### src/rtl/jk_seq_pkg.sv
// Shared types for the JK sequencing controller: FSM state encoding and {J,K} drive modes.
package jk_seq_pkg;

  typedef enum logic [1:0] {
    IDLE = 2'b00,
    RUN  = 2'b01,
    DONE = 2'b10
  } state_t;

  localparam logic [1:0] HOLD   = 2'b00;
  localparam logic [1:0] RESET  = 2'b01;
  localparam logic [1:0] SET    = 2'b10;
  localparam logic [1:0] TOGGLE = 2'b11;

endpackage

### src/rtl/jk_ff_cell.sv
// One edge-triggered JK flip-flop with asynchronous active-low clear.
module jk_ff_cell
  import jk_seq_pkg::*;
(
  input  logic clk,
  input  logic reset_n,
  input  logic j,
  input  logic k,
  output logic q,
  output logic q_
);

  always_ff @(posedge clk or negedge reset_n) begin
    if (!reset_n) begin
      q <= 1'b0;
    end else begin
      case ({j, k})
        RESET:   q <= 1'b0;
        SET:     q <= 1'b1;
        TOGGLE:  q <= ~q;
        default: q <= q;
      endcase
    end
  end

  assign q_ = ~q;

endmodule

### src/rtl/jk_seq_ctrl.sv
// Run-to-terminal up/down counter built from a bank of JK cells with a start/busy/done handshake.
// Define JK_SEQ_DOWN_EN to honour the up port; otherwise every run counts up.
module jk_seq_ctrl
  import jk_seq_pkg::*;
#(
  parameter int WIDTH = 4
) (
  input  logic             clk,
  input  logic             reset_n,
  input  logic             start,
  input  logic             up,
  input  logic             abort,
  input  logic [WIDTH-1:0] init,
  input  logic [WIDTH-1:0] term,
  output logic [WIDTH-1:0] count,
  output logic             busy,
  output logic             done
);

  state_t           state, next_state;
  logic [WIDTH-1:0] term_q;
  logic             up_q;
  logic [WIDTH-1:0] count_n;
  logic [WIDTH-1:0] j_vec, k_vec;
  logic [WIDTH-1:0] tog;

  generate
    for (genvar i = 0; i < WIDTH; i++) begin : g_cell
      jk_ff_cell u_cell (
        .clk     (clk),
        .reset_n (reset_n),
        .j       (j_vec[i]),
        .k       (k_vec[i]),
        .q       (count[i]),
        .q_      (count_n[i])
      );
    end
  endgenerate

  always_ff @(posedge clk or negedge reset_n) begin
    if (!reset_n) begin
      state  <= IDLE;
      term_q <= '0;
      up_q   <= 1'b0;
    end else begin
      state <= next_state;
      if (state == IDLE && start) begin
        term_q <= term;
`ifdef JK_SEQ_DOWN_EN
        up_q   <= up;
`else
        up_q   <= up | 1'b1;
`endif
      end
    end
  end

  // Ripple toggle enable: a cell toggles when all lower cells are 1 (up) or 0 (down).
  always_comb begin
    logic chain;
    tog   = '0;
    chain = 1'b1;
    for (int i = 0; i < WIDTH; i++) begin
      tog[i] = chain;
      chain  = chain & (up_q ? count[i] : count_n[i]);
    end
  end

  always_comb begin
    next_state = state;
    j_vec      = '0;
    k_vec      = '0;
    done       = 1'b0;
    busy       = (state != IDLE);
    case (state)
      IDLE: begin
        if (start) begin
          j_vec      = init;
          k_vec      = ~init;
          next_state = RUN;
        end
      end
      RUN: begin
        if (abort) begin
          next_state = IDLE;
        end else if (count == term_q) begin
          next_state = DONE;
        end else begin
          j_vec = tog;
          k_vec = tog;
        end
      end
      DONE: begin
        done       = 1'b1;
        next_state = IDLE;
      end
      default: next_state = IDLE;
    endcase
  end

endmodule
### config.mk
export PLATFORM = sky130hd
export DESIGN_NAME = jk_seq_ctrl
export DESIGN_NICKNAME = d
export VERILOG_FILES = /design/src/rtl/jk_seq_pkg.sv /design/src/rtl/jk_ff_cell.sv /design/src/rtl/jk_seq_ctrl.sv
export SDC_FILE = /design/constraint.sdc
export NUM_CORES = 1
export LEC_CHECK = 0
export CORE_MARGIN = 2
export CORE_UTILIZATION = 43
export DETAILED_ROUTE_END_ITERATION = 12
export GPL_TIMING_DRIVEN = 0
export PLACE_DENSITY = 0.75
export SYNTH_ARGS = -nofsm -noshare
export SYNTH_HDL_FRONTEND = slang
export SYNTH_SLANG_ARGS = --single-unit
export TNS_END_PERCENT = 100
### constraint.sdc
create_clock -name clk -period 2.2 [get_ports clk]
set_input_delay 0.33 -clock clk [delete_from_list [all_inputs] [get_ports clk]]
set_output_delay 0.33 -clock clk [all_outputs]
set_load 0.02 [all_outputs]
==> impl_metrics.tcl <==
set metrics [dict create \
    status "finished clean" \
    clock-sinks 11 \
    regToRegStartpoint "g_cell[1].u_cell.q" \
    cts_buffer_depth 2 \
    layout_min_cycle_time_ns 1.796 \
    cp-startpoint "g_cell[0].u_cell.q" \
    min_path_type "in2async" \
    grtUsageMet1 0.2095 \
    ys_seq_area_frac 0.4612 \
    h-tree-depth 1 \
    grt_pass1_wl_um 1849 \
    cp_data_required_time_ns 1.87 \
    holdBufCountCts 0 \
    criticalPathCategory "reg2out" \
    cp_slowest_cell "clkdlybuf4s50_1" \
    synth_warnings 0 \
    post_route_cells_drive_above_1_share 0.1163 \
    path_buf_inv 2 \
    hpwlAfterDp_um 881.5 \
    hold_ws_ns 0.3930 \
    start_kind "register" \
    grt_use_met2 0.2852 \
    initial_core_util 0.4587 \
    cp_top_family "buffers and inverters" \
    slew_headroom 0.6665 \
    synth_edf_count 0 \
    tightest_slew_ns 0.4987 \
    power_density_nw_per_um2 1318 \
    yosys.cell_types.count 27 \
    postRouteAntennaNets 0 \
    die-area_um2 1702 \
    slew_viol_final 0 \
    vias 519 \
    core_um2 1301 \
    post_cts_resize_count 0 \
    die_w_um 41.26 \
    final_nets 100 \
    grt-busiest-layer "met2" \
    skew_ns 0.002779 \
    cts_made_buffers 3 \
    grt_antenna_before_repair 0 \
    power_leakage_uw 0.0003544 \
    power_uw 1070 \
    pre_cts_slack_ns 0.2046 \
    synth_cells 65 \
    synth-seq-cells 11 \
    maxCapViolations 0 \
    crit_path_max_incr_delay_ns 0.58 \
    insertion_delay_ns 0.27 \
    grt_pass1_vias 444 \
    setup-tns-final_ns 0 \
    cts_setup_buffers 0 \
    place_congestion 0.7675 \
    use_met3 0.04891 \
    path_clk_slew_ns 0.07 \
    async_flop_share 1.000 \
    syn_avg_cell_area_um2 9.182 \
    die_h_um 41.26 \
    synthDominantCellAreaShare 0.4612 \
    critPathCaptureType "output pin" \
    cp_cell_sequence "buf_4 > clkdlybuf4s50_1" \
    grt-ovfl-total 0 \
    drc 0 \
    grt_max_degree 12 \
    crit_fanout 7 \
    syn_area_um2 596.8 \
    syn_nets 78 \
    netlist_top_cells_area "dfrtp_1, nand2_1, xor2_1" \
    drt_iter0_markers 4 \
    rows 13 \
    arrival_ns 1.47 \
    cts_tree "done" \
    syn2layout_area_growth_pct 36.06 \
    min_period_over_period 0.8165 \
    setup_slack_ns 0.4037 \
    synth_top_area_cell "dfrtp_1" \
    finalHoldViolCount 0 \
    grt_setup_unrepaired "no" \
    fill_cells 124 \
    first_pass_iters 4 \
    io_buffers 17 \
    setup_viol 0 \
    wl_um 1142 \
    ys.flop_type "dfrtp_1" \
    viasPerCell 5.139 \
    ir_drop_uv 655.3 \
    globalRouteTotalUtil 0.1731 \
    wire_per_inst_um 11.31 \
    fmax_ghz 0.5567 \
    io_pins 19 \
    antenna_cells 0 \
    cts-root-buf "clkbuf_4" \
]
-- power breakdown --
part	total [uW]	internal (uW)	switching, uW
clock network	137	70.3	66.5
logic	551	282	269
registers	382	287	95.5
total	1070	639	431
-- final timing paths --
kind	slack (ns)	to	depth (start not counted)
worst max-delay path	0.40	count[0]	2
worst min-delay path	0.39	up_q	1
worst max register to register	0.50	g_cell[0].u_cell.q	6
worst min register to register	0.50	term_q[2]	2
max in group asynchronous	1.47	term_q[2]	1
min in group clk	0.50	term_q[2]	2
-- cells by family after synthesis --
kind of cell              Yosys count  synth area share
AOI/OAI and AO/OA                  11            0.1363
and+or+nand+nor                    30            0.2474
muxes                               1           0.01887
xor gates and xnor gates            4           0.05869
buffers and inverters               8           0.07756
DFF                                11            0.4612
-- final cells by class --
type | count | area [um^2] | share of cell area
buffer | 6 | 38.79 | 0.04777
timing repair buffer | 17 | 170.2 | 0.2096
multi-input combinational | 46 | 275.3 | 0.3390
sequential | 11 | 275.3 | 0.3390
inverter | 2 | 7.507 | 0.009245
clock buffer | 4 | 26.28 | 0.03236
tap | 15 | 18.77 | 0.02311
-- routing by layer --
metal,part of all wire,routed length (um)
met1,0.44,505
met2,0.49,563
met3,0.046,53
met4,0.017,19
met5,0,0
-- cell usage in the layout (no fill, tap or decap) --
| cell | instances |
|---|---|
| or2_0 | 2 |
| xor2_1 | 4 |
| o32ai_1 | 1 |
| or3b_1 | 1 |
| nand4_1 | 1 |
| o31a_2 | 1 |
| buf_4 | 4 |
| o21ai_0 | 1 |
| a21oi_1 | 1 |
| clkdlybuf4s50_1 | 17 |
| nand2_1 | 17 |
| and2_1 | 1 |
| nor4_1 | 2 |
| nor2b_1 | 2 |
| clkbuf_4 | 3 |
| or2_1 | 1 |
| inv_1 | 2 |
| o311ai_1 | 2 |
| nor4b_1 | 1 |
| nand2b_1 | 1 |
| dfrtp_1 | 11 |
| nor2_1 | 1 |
| a2bb2oi_1 | 1 |
| mux2_2 | 1 |
| o211ai_1 | 2 |
| o21ai_1 | 1 |
| clkbuf_1 | 2 |
| buf_2 | 1 |
| o22ai_1 | 1 |
-- cell usage after synthesis, types with 2 or more instances --
master and n:
inv_1 2, nor4_1 2, buf_4 4, xor2_1 4, or2_0 2, nand2_1 17, o211ai_1 2, nor2b_1 2
dfrtp_1 11, o311ai_1 2
-- state kept, by name (all words and copies together) (netlist names) --
register         cells
up_q                 1
g_cell.u_cell.q      4
state                2
term_q               4
-- metrics by stage --
stage / cells / cell area [um^2] / utilization
final: 101 / 812.0 / 0.6240
after global routing: 101 / 812.0 / 0.6240
after CTS: 101 / 812.0 / 0.6240
after detailed placement: 97 / 785.8 / 0.6038
after global placement: 97 / 785.8 / 0.6038
after floorplan: 65 / 596.8 / -
No activity file was read; power rests on OpenSTA's default activity.
